### src/rtl/gps_sample_packer.sv
// GPS I/Q sample packer: captures 2-bit I (and optionally 2-bit Q) samples on
// each DATAREADY strobe, packs them MSB-first into bytes and queues the bytes
// in a first-word-fall-through FIFO toward the SPI serializer. Bytes that
// arrive while the FIFO is full are dropped and counted.
module gps_sample_packer #(
    parameter int FIFO_AW = 4,
    parameter bit IQ_MODE = 1'b1
) (
    input  logic               MCU_CLK_25_000,
    input  logic               RESET_P,
    input  logic               GPS_I0,
    input  logic               GPS_I1,
    input  logic               GPS_Q0,
    input  logic               GPS_Q1,
    input  logic               DATAREADY,
    output logic [7:0]         BYTE_DATA,
    output logic               BYTE_VALID,
    input  logic               BYTE_READY,
    output logic [FIFO_AW:0]   FIFO_LEVEL,
    output logic               OVERFLOW,
    input  logic               CLR_OVF,
    output logic [15:0]        DROP_COUNT
);

    localparam int              NW        = IQ_MODE ? 4 : 2;
    localparam int              DEPTH     = 1 << FIFO_AW;
    localparam logic [1:0]      LAST_SLOT = IQ_MODE ? 2'd1 : 2'd3;
    localparam logic [FIFO_AW:0]   LVL_FULL = {1'b1, {FIFO_AW{1'b0}}};
    localparam logic [FIFO_AW:0]   LVL_ONE  = 1;
    localparam logic [FIFO_AW-1:0] PTR_ONE  = 1;

    // Packing state
    logic [1:0]         slot_q, slot_d;
    logic [7:0]         shift_q, shift_d;
    logic [NW-1:0]      sample_w;
    logic [7:0]         packed_w;
    logic               push_w;

    // FIFO state
    logic [7:0]         mem_q [0:DEPTH-1];
    logic [FIFO_AW-1:0] wr_ptr_q, wr_ptr_d;
    logic [FIFO_AW-1:0] rd_ptr_q, rd_ptr_d;
    logic [FIFO_AW:0]   level_q, level_d;
    logic               valid_q;
    logic               pop_w, full_w, accept_w, drop_w;

    // Overflow reporting
    logic               ovf_q, ovf_d;
    logic [15:0]        drop_q, drop_d;

    if (IQ_MODE) begin : g_iq
        assign sample_w = {GPS_I1, GPS_I0, GPS_Q1, GPS_Q0};
    end else begin : g_i_only
        assign sample_w = {GPS_I1, GPS_I0};
    end

    // Earlier samples already sit in the low bits of shift_q; shifting left
    // and appending the current sample keeps the first sample in the MSBs.
    assign packed_w = {shift_q[7-NW:0], sample_w};
    assign push_w   = DATAREADY && (slot_q == LAST_SLOT);

    assign pop_w    = BYTE_READY && valid_q;
    assign full_w   = (level_q == LVL_FULL);
    // A pop in the same cycle frees the slot the push needs, so full+pop never drops.
    assign accept_w = push_w && (!full_w || pop_w);
    assign drop_w   = push_w && full_w && !pop_w;

    // Next-state logic for packer, FIFO pointers/level and overflow reporting
    always_comb begin
        // NOTE: every signal gets a default first so no path leaves it unassigned (no latch).
        slot_d   = slot_q;
        shift_d  = shift_q;
        wr_ptr_d = wr_ptr_q;
        rd_ptr_d = rd_ptr_q;
        level_d  = level_q;
        ovf_d    = ovf_q;
        drop_d   = drop_q;

        if (DATAREADY) begin
            if (slot_q == LAST_SLOT) begin
                slot_d  = 2'd0;
                shift_d = 8'h00;
            end else begin
                slot_d  = slot_q + 2'd1;
                shift_d = packed_w;
            end
        end

        if (accept_w) wr_ptr_d = wr_ptr_q + PTR_ONE;
        if (pop_w)    rd_ptr_d = rd_ptr_q + PTR_ONE;

        case ({accept_w, pop_w})
            2'b10:   level_d = level_q + LVL_ONE;
            2'b01:   level_d = level_q - LVL_ONE;
            default: level_d = level_q;
        endcase

        // A drop coinciding with a clear wins and restarts the count at one.
        if (drop_w) begin
            ovf_d = 1'b1;
            if (CLR_OVF)                drop_d = 16'd1;
            else if (drop_q != 16'hFFFF) drop_d = drop_q + 16'd1;
        end else if (CLR_OVF) begin
            ovf_d  = 1'b0;
            drop_d = 16'd0;
        end
    end

    // State registers with synchronous reset
    always_ff @(posedge MCU_CLK_25_000) begin
        // NOTE: sequential state uses non-blocking assignments so all registers update together.
        if (RESET_P) begin
            slot_q   <= 2'd0;
            shift_q  <= 8'h00;
            wr_ptr_q <= '0;
            rd_ptr_q <= '0;
            level_q  <= '0;
            valid_q  <= 1'b0;
            ovf_q    <= 1'b0;
            drop_q   <= 16'd0;
        end else begin
            slot_q   <= slot_d;
            shift_q  <= shift_d;
            wr_ptr_q <= wr_ptr_d;
            rd_ptr_q <= rd_ptr_d;
            level_q  <= level_d;
            valid_q  <= (level_d != '0);
            ovf_q    <= ovf_d;
            drop_q   <= drop_d;
        end
    end

    // FIFO storage write
    always_ff @(posedge MCU_CLK_25_000) begin
        // NOTE: storage has no reset; entries are only observable once the level covers them.
        if (!RESET_P && accept_w) mem_q[wr_ptr_q] <= packed_w;
    end

    assign BYTE_DATA  = valid_q ? mem_q[rd_ptr_q] : 8'h00;
    assign BYTE_VALID = valid_q;
    assign FIFO_LEVEL = level_q;
    assign OVERFLOW   = ovf_q;
    assign DROP_COUNT = drop_q;

endmodule
### config.mk
export PLATFORM = sky130hd
export DESIGN_NAME = gps_sample_packer
export DESIGN_NICKNAME = d
export VERILOG_FILES = /design/src/rtl/gps_sample_packer.sv
export SDC_FILE = /design/constraint.sdc
export NUM_CORES = 1
export LEC_CHECK = 0
export BUFFER_PORTS_ARGS = -buffer_cell sky130_fd_sc_hd__buf_2
export CAP_MARGIN = 20
export CELL_PAD_IN_SITES_DETAIL_PLACEMENT = 0
export CELL_PAD_IN_SITES_GLOBAL_PLACEMENT = 1
export CORE_MARGIN = 2
export CORE_UTILIZATION = 34
export DETAILED_ROUTE_END_ITERATION = 12
export PLACE_DENSITY = 0.6
export SLEW_MARGIN = 20
export SYNTH_ARGS = -nofsm -noshare
export SYNTH_HDL_FRONTEND = slang
export SYNTH_SLANG_ARGS = --single-unit
### constraint.sdc
create_clock -name MCU_CLK_25_000 -period 2.5 [get_ports MCU_CLK_25_000]
set_input_delay 0.5 -clock MCU_CLK_25_000 [delete_from_list [all_inputs] [get_ports MCU_CLK_25_000]]
set_output_delay 0.5 -clock MCU_CLK_25_000 [all_outputs]
set_load 0.005 [all_outputs]
After elaboration in Yosys (flattened, before gate mapping) --
Memory sizes are Yosys's and may differ from the RTL's. A register that Yosys moved wholly into a read port is not among the register bits. Index checks and enable logic that the tools add are counted.
Cells by class: add/subtract/negate cells 6, equal/unequal tests 5, reductions and logical operators 14, mux-type cells 14
Operators by type and width (count):
- two-way mux 16 bit | 4
- adder 16 x 1 -> 16 bit (second input constant) | 1
- != test 16 bit (second input constant) | 1
- two-way mux 4 bit | 3
- one-hot mux 5 bit (2 select lines) | 1
- adder 4 x 1 -> 4 bit (second input constant) | 2
- two-way mux 8 bit | 1
- logical AND 1 bit | 6
- adder 5 x 1 -> 5 bit (second input constant) | 1
- == test 5 bit (second input constant) | 1
- nonzero test 5 bit | 1
- subtractor 5 x 1 -> 5 bit (second input constant) | 1
- == test 2 x 1 -> 1 bit (second input constant) | 2
- two-way mux 1 bit | 4
- nonzero test 2 bit | 2
- logical NOT 1 bit | 3
- adder 2 x 1 -> 2 bit (second input constant) | 1
- == test 2 bit (second input constant) | 1
- two-way mux 2 bit | 1
- AND reduction 2 bit | 1
- logical OR 1 bit | 1
Storage, ports and cells: output and inout port bits 31, register bits 37, logic and storage cells 48, memories kept 1, bits of input ports 9, bits in writable memories 128
Memories:
- mem_q | words 16, width 8, read ports 1, clocked after Yosys merged registers in 1, write ports 1, line 40 | logic [7:0] mem_q [0:DEPTH-1];

Longest topological paths before layout --
Gate-level depths: netlist of run 1.
word-level depth 7, gate-level depth with buffers 11

Worst setup path before layout of run 1 --
OpenSTA, ideal clock, no wires.
kind input to register, start input port DATAREADY, end register valid_q, in the netlist BYTE_VALID, required time 2362 ps, slack -12 ps, stages 11, data arrival time 2373 ps, buffers on the path 2, library setup time 138 ps, path through buf_6 > and3b_1 > buf_4 > nor2_1 > xor2_1 > ha_1 > or4_1 > nor3_1 > a31oi_1 > xor2_1 > a41oi_1
On the way: word-level cells in the longest chain between the ends 5, elaborated cells between the ends (all ways) 6, those cells by class eq/ne (2); mux (1); reduce/logical (3)
Ends and longest elaborated chain:
- start: declaration | line 15 | input logic DATAREADY,
- logical AND 1 bit (*) | line 60 | assign push_w = DATAREADY && (slot_q == LAST_SLOT);
- logical AND 1 bit (*) | line 65 | assign accept_w = push_w && (!full_w || pop_w);
- == test 2 x 1 -> 1 bit / == test 2 bit (equally long branches) | line 92 | case ({accept_w, pop_w})
- one-hot mux 5 bit (2 select lines) (*) | line 92
- nonzero test 5 bit (*) | line 127 | valid_q <= (level_d != '0);
- end signal: assignment | line 127
- end: declaration | line 44 | logic valid_q;
Mark *: on every way between the ends. The rest lies on a longest branch, timed or not. A chain may end at the register's enable or synchronous reset.

==> results by stage, run 1 <==
Flow run:
- Across the run, the number of max-cap violations was 0.

GRT:
- The number of antenna violations at the first check in global routing came to 0.
- The first global-routing pass estimated 23000 um of wire.
- The via count of the first global-routing pass is 3859.
- Entering global routing, the biggest net connects 33 pins.
- Global routing used 14.5% of the available tracks across all layers.
- The global route total overflow is 0.

Final layout:
- For this run, the post-layout net count is 501.
- The area of the multi-input gates is 2050 um^2.
- The fill cell total of the finished layout is 1793.
- The sequential cell area is 4670 um^2.
- Summing all non-filler instances in the final layout gives an area of 8200 um^2.
- The area overhead of the layout relative to synthesis is 19.8%.
- The antenna cell count is 0.
- The count of cells in the finished layout, fillers not included, comes to 763.
- Cells with a size suffix above 1 make up 29.9% of the layout.

Routing:
- For this run, the detailed router's first-pass iteration total came to 4.
- After detailed routing, the number of remaining DRC violations is 0.
- The count of vias placed by the detailed router is 3776.
- The remaining antenna violation count is 0.
- After detailed routing, the number of vias per cell comes to 4.95.
- After detailed routing, the total wire length is 14800 um.
- The violation count after the first detailed-route iteration is 279.
- The average detailed-routed wire length per instance is 19.5 um.

STA:
- The smallest clock period supported by the final layout is computed as 2.82 ns.
- The clock arrives with 0.0139 ns of skew.
- In the post-route analysis, the smallest setup slack over all paths is -0.322 ns.
- Setup repair after global routing could not meet its margin everywhere.
- The peak clock frequency supported by timing is 354 MHz.
- Headroom to the max-slew limit came out at 61.9%.
- Dividing the final minimum period by the clock period gives 113%.
- The worst-margin pin slew is 0.570 ns.
- The final number of max-transition violations was 0.
- The total negative setup slack is -2.49 ns.
- Setup violations remaining at the end of the flow were counted as 8.
- The final count of hold timing violations came to 0.

Clock tree:
- The count of hold-fix buffers inserted at cts is 0.
- The clock buffer count from CTS is 17.
- The tree is rooted in a sky130_fd_sc_hd__clkbuf_16.
- TritonCTS built the clock tree.
- After clock tree synthesis, the clock-pin slew on the worst setup and hold paths is 0.07 ns.
- The maximum root-to-sink buffer count is 2.
- The clock net in this run drives a total of 169 sinks.
- The clock tree synthesis step divided the H-tree into 4 levels.
- The clock latency on the worst-skew pair is 0.42 ns.

Yosys:
- Averaged over all synthesized cells, the footprint is 16.4 um^2.
- Counting flops and latches in the post-synthesis netlist gives 169.
- Of the total synthesized cell area, the portion taken by AND, OR, NAND and NOR gates is 8.57%.
- The sequential element share of the synthesized area is 68.1%.
- Among all flip-flop cells after synthesis, the most frequent one is sky130_fd_sc_hd__edfxtp_1.
- Ranked by total cell area, the synthesized netlist is headed by sky130_fd_sc_hd__edfxtp_1 56%, sky130_fd_sc_hd__mux4_2 13%, sky130_fd_sc_hd__dfxtp_1 12%, sky130_fd_sc_hd__nor2_1 1.8%, sky130_fd_sc_hd__ha_1 1.3%.
- In this run the biggest area consumer among cell types represents 56.1% of the synthesized area.
- By area, the combinational part of the netlist is dominated by multiplexers.
- The number of flops mapped to enable cells by yosys is 128.
- The multiplexer share of the synthesized area is 14.0%.
- After technology mapping, the gate count stands at 418.
- Summing the areas of all fa, ha and maj instances in the mapped netlist gives 1.28% of the synthesized area.
- Counting distinct cell types in the post-synthesis netlist gives 46.
- Of the total synthesized cell area, the portion taken by XOR and XNOR cells is 1.79%.
- Counting instances in the post-synthesis netlist gives the leading cell types as 128 x sky130_fd_sc_hd__edfxtp_1, 41 x sky130_fd_sc_hd__dfxtp_1, 40 x sky130_fd_sc_hd__mux4_2, 33 x sky130_fd_sc_hd__nor2_1, 15 x sky130_fd_sc_hd__a21oi_1.
- The most frequently used cell type in the post-synthesis netlist is sky130_fd_sc_hd__edfxtp_1.
- Summed over all instances, the cell type with the most area after synthesis is sky130_fd_sc_hd__edfxtp_1.
- The synthesized netlist occupies a cell area of 6850 um^2.
- Summing the areas of all compound-gate instances in the mapped netlist gives 4.07% of the synthesized area.
- Yosys printed 0 warnings.
- The net count after synthesis is 434.
- The fraction of registers with async set or reset after synthesis is 0%.

Power and ir drop:
- The share of total power dissipated in combinational logic is 14.0%.
- The part of the total power dissipated in sequential elements is 46.9%.
- The power spent charging and discharging nets is 1.63 mW.
- Summed over all cells, the static leakage comes to 2.76 nW.
- Across the VDD grid, the largest voltage drop is 0.564 mV.
- In this run, the clock network consumes 39.1% of the power.
- The switching share of total power is 24.2%.
- The internal power component is 5.11 mW.
- The power density relative to cell area is 822 nW/um^2.
- The total power of the final layout is 6.74 mW.

Status:
- The checks that failed: negative setup slack.
- The flow ran to the end, but the final reports show violations.

Place:
- The post-placement setup slack is 0.0931 ns.
- After detailed placement, the total cell area comes to 7500 um^2.
- Including well taps, the total number of placed cells is 728.
- The number of port buffers is 39.
- The wire-length estimate of the detail-placed layout is 9490 um.
- The routability congestion estimate is 0.807.

Floorplanning:
- The I/O pin count is 40.
- The die covers 21300 um^2.
- Row generation in the floorplan step produced 51 rows.
- The die height is 146 um.
- Measured along the x axis, the die boundary spans 146 um.
- The core region is 19600 um^2.
- Once the floorplan was initialized, standard cells occupied 35.0% of the core.

Critical path:
- The worst setup path is captured at a primary output.
- The element type at the critical path start is a register.
- Data on the critical path is required at its endpoint by 2.00 ns.
- The critical setup path kind is reg -> out.
- The largest driver fanout on the critical path is 7.
- The arrival time of data at the critical path endpoint is 2.32 ns.

Worst hold path:
- The worst hold-check path type is in -> reg.
## worst max-delay path: stages (launching register included)
cell                      delay, ns
sky130_fd_sc_hd__dfxtp_4       0.44
sky130_fd_sc_hd__buf_12        0.16
sky130_fd_sc_hd__mux4_2        0.55
sky130_fd_sc_hd__mux4_2        0.48
sky130_fd_sc_hd__and2_4        0.17
sky130_fd_sc_hd__buf_6         0.11
## flip-flops by register name (all words and copies together), names as in the netlist, named ones only
name,count
wr_ptr_q,4
shift_q,4
slot_q,2
OVERFLOW,1
BYTE_VALID,1
mem_q,128
rd_ptr_q,4
FIFO_LEVEL,5
DROP_COUNT,16
## per-stage QoR
stage	util (%)	hold WS (ns)
finish	41.9	0.422
global route	41.9	0.442
CTS	41.5	0.395
detailed placement	38.3	0.438
global placement	38.3	0.426
floorplan	-	0.413
## final timing paths
kind                           from                          to  slack [ns]  depth (start not counted)
max                        register                BYTE_DATA[5]       -0.32                          5
min                         CLR_OVF  DROP_COUNT[4]$_SDFFE_PP0P_        0.42                          3
max reg2reg  slot_q[0]$_SDFFE_PP0P_       BYTE_VALID$_SDFF_PP0_        0.34                          9
min reg2reg  slot_q[1]$_SDFFE_PP0P_      slot_q[1]$_SDFFE_PP0P_        0.45                          2
## layout make-up
class / instances / share of cell area, %
well taps: 265 / 4.04
clock inverters: 14 / 1.95
inverters: 8 / 0.366
repair buffers: 69 / 6.53
multi-input cells: 220 / 25.0
clock buffers: 18 / 5.23
flip-flops and latches: 169 / 56.9
## layout by cell type, fill, tap and decap left out, types with 6 or more instances in the layout
cell | netlist | layout
sky130_fd_sc_hd__dfxtp_1 | 41 | 40
sky130_fd_sc_hd__and2_1 | 10 | 6
sky130_fd_sc_hd__a21oi_1 | 15 | 15
sky130_fd_sc_hd__o21ai_0 | 9 | 9
sky130_fd_sc_hd__or3_1 | 9 | 9
sky130_fd_sc_hd__clkbuf_16 | 0 | 20
sky130_fd_sc_hd__ha_1 | 7 | 7
sky130_fd_sc_hd__mux4_2 | 40 | 40
sky130_fd_sc_hd__buf_2 | 2 | 35
sky130_fd_sc_hd__nand2_1 | 14 | 14
sky130_fd_sc_hd__xor2_1 | 9 | 9
sky130_fd_sc_hd__buf_4 | 4 | 24
sky130_fd_sc_hd__inv_1 | 8 | 8
sky130_fd_sc_hd__nor3_1 | 9 | 9
sky130_fd_sc_hd__nor2_1 | 33 | 32
sky130_fd_sc_hd__mux2i_1 | 6 | 6
sky130_fd_sc_hd__edfxtp_1 | 128 | 128
## power by group through the flow
stage / combinational [mW] / sequential [mW] / clock (mW)
after floorplan: 0.566 / 3.20 / 0
after global placement: 0.840 / 3.21 / 0
after detailed placement: 0.848 / 3.21 / 0
after CTS: 0.895 / 3.15 / 2.70
after global routing: 1.03 / 3.17 / 2.81
final: 0.941 / 3.16 / 2.64
## routing by layer
metal  GRT usage [%]  vias to the layer above  wire, um
li1                -                     1776         -
met3            3.51                        9       674
met2            23.9                       96      7310
met4            4.41                        0       112
met5               0                        -         0
met1            19.1                     1895      6740
## kinds of logic (layout without fill, tap and decap cells)
kind of cell / after synthesis / in the layout
AOI/OAI and AO/OA: 43 / 43
xor gates and xnor gates: 14 / 14
adders and majority gates: 7 / 7
buffers and inverters: 29 / 109
DFF: 169 / 169
muxes: 46 / 46
and+or+nand+nor: 110 / 110
## what timing repair did
item,CTS,global route
cloned,0,3
pin swaps,1,2
setup endpoints to repair,8,8
buffers inserted,0,0
gates resized for setup,9,0
Note: power is estimated with default switching activity, not from simulation.
==> run 2, diff against run 1 <==
--- a/config.mk
+++ b/config.mk
@@ -11,6 +11,7 @@
 export CELL_PAD_IN_SITES_GLOBAL_PLACEMENT = 1
 export CORE_MARGIN = 2
 export CORE_UTILIZATION = 34
+export CTS_BUF_LIST = sky130_fd_sc_hd__clkbuf_8
 export DETAILED_ROUTE_END_ITERATION = 12
 export PLACE_DENSITY = 0.6
 export SLEW_MARGIN = 20
==> run 2 against run 1 <==
Net effect:
- the flow still finishes with violations (negative setup slack)
- clock power fell by 25%
- largest power group unchanged
- utilization fell by 0.72 points
- clock skew is 0.0026 ns higher
- count of clock-buffer cells in the layout down 1
- die area unchanged
==> results by stage, run 2 (synthesis results as in run 1) <==
Clock tree:
- The clock latency on the worst-skew pair is 0.46 ns.
- TritonCTS built the clock tree.
- The clock-pin slew of the registers on the worst-case setup and hold paths is 0.09 ns.
- The number of H-tree levels is 4.
- In this run the clock root is driven by a sky130_fd_sc_hd__clkbuf_8.
- The tree built by TritonCTS fans out to 169 sinks.
- In this run, CTS created clock tree buffers numbering 17.
- The clock passes through at most 2 buffers.
- For this design, the CTS-stage hold fixing added 0 buffers.

Critical path:
- The arrival time of data at the critical path endpoint is 2.37 ns.
- The critical setup path kind is reg -> out.
- The worst register-to-register path begins at slot_q[0]$_SDFFE_PP0P_.
- The setup check on the worst reg-to-reg path leaves a slack of 0.34 ns.
- The required time of the critical path is 2.00 ns.
- Along the worst path, the maximum fanout reaches 5.
- In this run the worst setup path terminates at BYTE_DATA[3].
- STA classifies the critical path startpoint as a register.
- The endpoint class of the critical path is a primary output.
- Counting cells, the worst reg-to-reg path comes to 9.
- The worst register-to-register path ends at BYTE_VALID$_SDFF_PP0_.

Final layout:
- The antenna cell count is 0.
- The top register by number of flip-flops is mem_q.
- The most common cell after layout, fill and taps aside is sky130_fd_sc_hd__edfxtp_1.
- Summing all non-filler instances in the final layout gives an area of 8060 um^2.
- Cells with a size suffix above 1 make up 30.7% of the layout.
- The net total in the final layout is 502.
- The register with the most flip-flops in the layout has 128 of them.
- After filler insertion, the fill cell instance count of the layout stands at 1797.
- The library cells used most frequently in the layout, excluding fill and tap cells, are 128 x sky130_fd_sc_hd__edfxtp_1, 40 x sky130_fd_sc_hd__dfxtp_1, 40 x sky130_fd_sc_hd__mux4_2.
- The area overhead of the layout relative to synthesis is 17.7%.
- For this run, the share of the core covered by cells in the final layout is 41.2%.

STA:
- The worst-margin pin slew is 0.573 ns.
- Setup repair after global routing could not meet its margin everywhere.
- The setup-violating endpoint count in the final report is 8.
- In the post-route analysis, the smallest setup slack over all paths is -0.370 ns.
- Timing would allow up to 348 MHz.
- The final number of max-transition violations came to 0.
- On the final layout, the worst clock skew is 0.0165 ns.
- Subtracting the final worst setup slack from the clock period gives 2.87 ns.
- The final count of hold timing violations is 0.
- The share of the clock period used by the worst path is 115%.
- Measured against its own limit, the worst slew margin works out to 61.8%.

Floorplanning:
- The area of the placeable core is 19600 um^2.
- The width of the chip is 146 um.
- For this design the top-level I/O count stands at 40.
- Once the floorplan was initialized, standard cells occupied 35.0% of the core.
- The total die area is 21300 um^2.
- After floorplanning, the core was divided into 51 placement rows.
- The die height is 146 um.

Place:
- The routability congestion estimate is 0.807.
- The total placed instance area is 7500 um^2.
- The post-detailed-placement half-perimeter wirelength is 9490 um.
- In this run the tool buffered the top-level ports with 39 buffer cells.

Routing:
- The total DRC errors in the routed layout is 0.
- The count of vias placed by the detailed router is 3822.
- The remaining antenna violation count is 0.
- The first TritonRoute pass finished after 4 iterations.
- The via count normalized by instance count is 5.00.
- Dividing the detail-routed wire length by the instance count gives 19.5 um.
- The final layout contains routed wiring with a total length of 14900 um.
- The violation count after the first detailed-route iteration is 277.

GRT:
- The aggregate global-route resource usage is 14.6%.
- The pin count of the biggest net entering global routing is 33.
- Summed over all layers, the global routing overflow is 0.
- The first global-routing pass estimated 23100 um of wire.
- The via count of the first global-routing pass was 3905.
- The number of antenna violations at the first check in global routing is 0.

Worst hold path:
- The worst hold-check path type is in -> reg.

Power and ir drop:
- The reported leakage power is 2.69 nW.
- The power spent charging and discharging nets is 1.57 mW.
- Sequential cells burn 51.4% of the power.
- The switching share of total power is 25.6%.
- Per report_power, the clock group accounts for 32.1% of the total.
- Across the VDD grid, the largest voltage drop is 0.352 mV.
- The power density relative to cell area is 762 nW/um^2.
- Power comes to 6.15 mW.
- The internal power component is 4.57 mW.
- In this run, the combinational gates consume 16.5% of the power.

Status:
- The run finished, with violations left.
- The checks that failed: negative setup slack.

Flow run:
- The tool flagged a number of max-cap violations equal to 0.
-- run 2: cell types whose count changed in the layout (fill, tap and decap cells not counted), sizes merged --
cell / before / now
clkbuf: 21 / 18
buf: 66 / 69
inv: 15 / 16
-- run 2: repair_timing --
item | CTS | global route
endpoints found under the setup margin | 8 | 8
setup buffers | 1 | 0
pin swaps | 3 | 4
cloned | 2 | 1
hold endpoints to repair | 0 | 0
gates resized for setup | 13 | 4
-- run 2: per-layer routing --
metal	global-route usage (%)	share of wire [%]	vias to the layer above
met1	19.2	46	1946
met4	3.97	0.97	0
li1	-	-	1773
met5	0	0	-
met3	3.39	4.4	11
met2	24.4	49	92
-- run 2: worst min path at each step --
stage	to	slack, ns	depth (start not counted)	startpoint
after floorplan	slot_q[1]$_SDFFE_PP0P_	0.41	2	slot_q[1]$_SDFFE_PP0P_
after global routing	DROP_COUNT[0]$_SDFFE_PP0P_	0.39	3	CLR_OVF
after CTS	OVERFLOW$_SDFFE_PP0P_	0.35	3	CLR_OVF
final	OVERFLOW$_SDFFE_PP0P_	0.38	3	CLR_OVF
after global placement	slot_q[1]$_SDFFE_PP0P_	0.43	2	slot_q[1]$_SDFFE_PP0P_
after detailed placement	slot_q[1]$_SDFFE_PP0P_	0.44	2	slot_q[1]$_SDFFE_PP0P_
-- run 2: area by class of cell --
| type | count | area, um^2 | area share [%] |
|---|---|---|---|
| clock buffers | 17 | 234 | 2.90 |
| multi-input cells | 220 | 2060 | 25.5 |
| flip-flops and latches | 169 | 4670 | 57.9 |
| well taps | 265 | 332 | 4.11 |
| repair buffers | 70 | 579 | 7.18 |
| inverters | 8 | 30.0 | 0.372 |
| clock inverters | 15 | 164 | 2.03 |
-- run 2: power by group through the flow --
stage	clock [mW]	sequential, mW	combinational, mW
5_1_grt	2.14	3.17	1.10
3_3_place_gp	0	3.21	0.840
6_report	1.97	3.16	1.02
3_5_place_dp	0	3.21	0.848
4_1_cts	2.03	3.15	0.990
2_1_floorplan	0	3.20	0.566
-- run 2: worst max-delay path, stage by stage (launching register included) --
cell and delay (ns):
sky130_fd_sc_hd__dfxtp_4 0.42, sky130_fd_sc_hd__buf_12 0.14, sky130_fd_sc_hd__buf_16 0.13, sky130_fd_sc_hd__mux4_2 0.50, sky130_fd_sc_hd__mux4_2 0.47, sky130_fd_sc_hd__and2_4 0.15
sky130_fd_sc_hd__buf_6 0.11
-- run 2: stage by stage --
| step | setup TNS, ns | instances | hold slack (ns) | setup WS (ns) |
|---|---|---|---|---|
| 2_1_floorplan | 0 | 418 | 0.413 | 0.0631 |
| 3_3_place_gp | 0 | 728 | 0.426 | 0.107 |
| 3_5_place_dp | 0 | 728 | 0.438 | 0.0931 |
| 4_1_cts | -3.02 | 763 | 0.351 | -0.407 |
| 5_1_grt | -3.47 | 764 | 0.395 | -0.453 |
| 6_report | -2.77 | 764 | 0.384 | -0.370 |
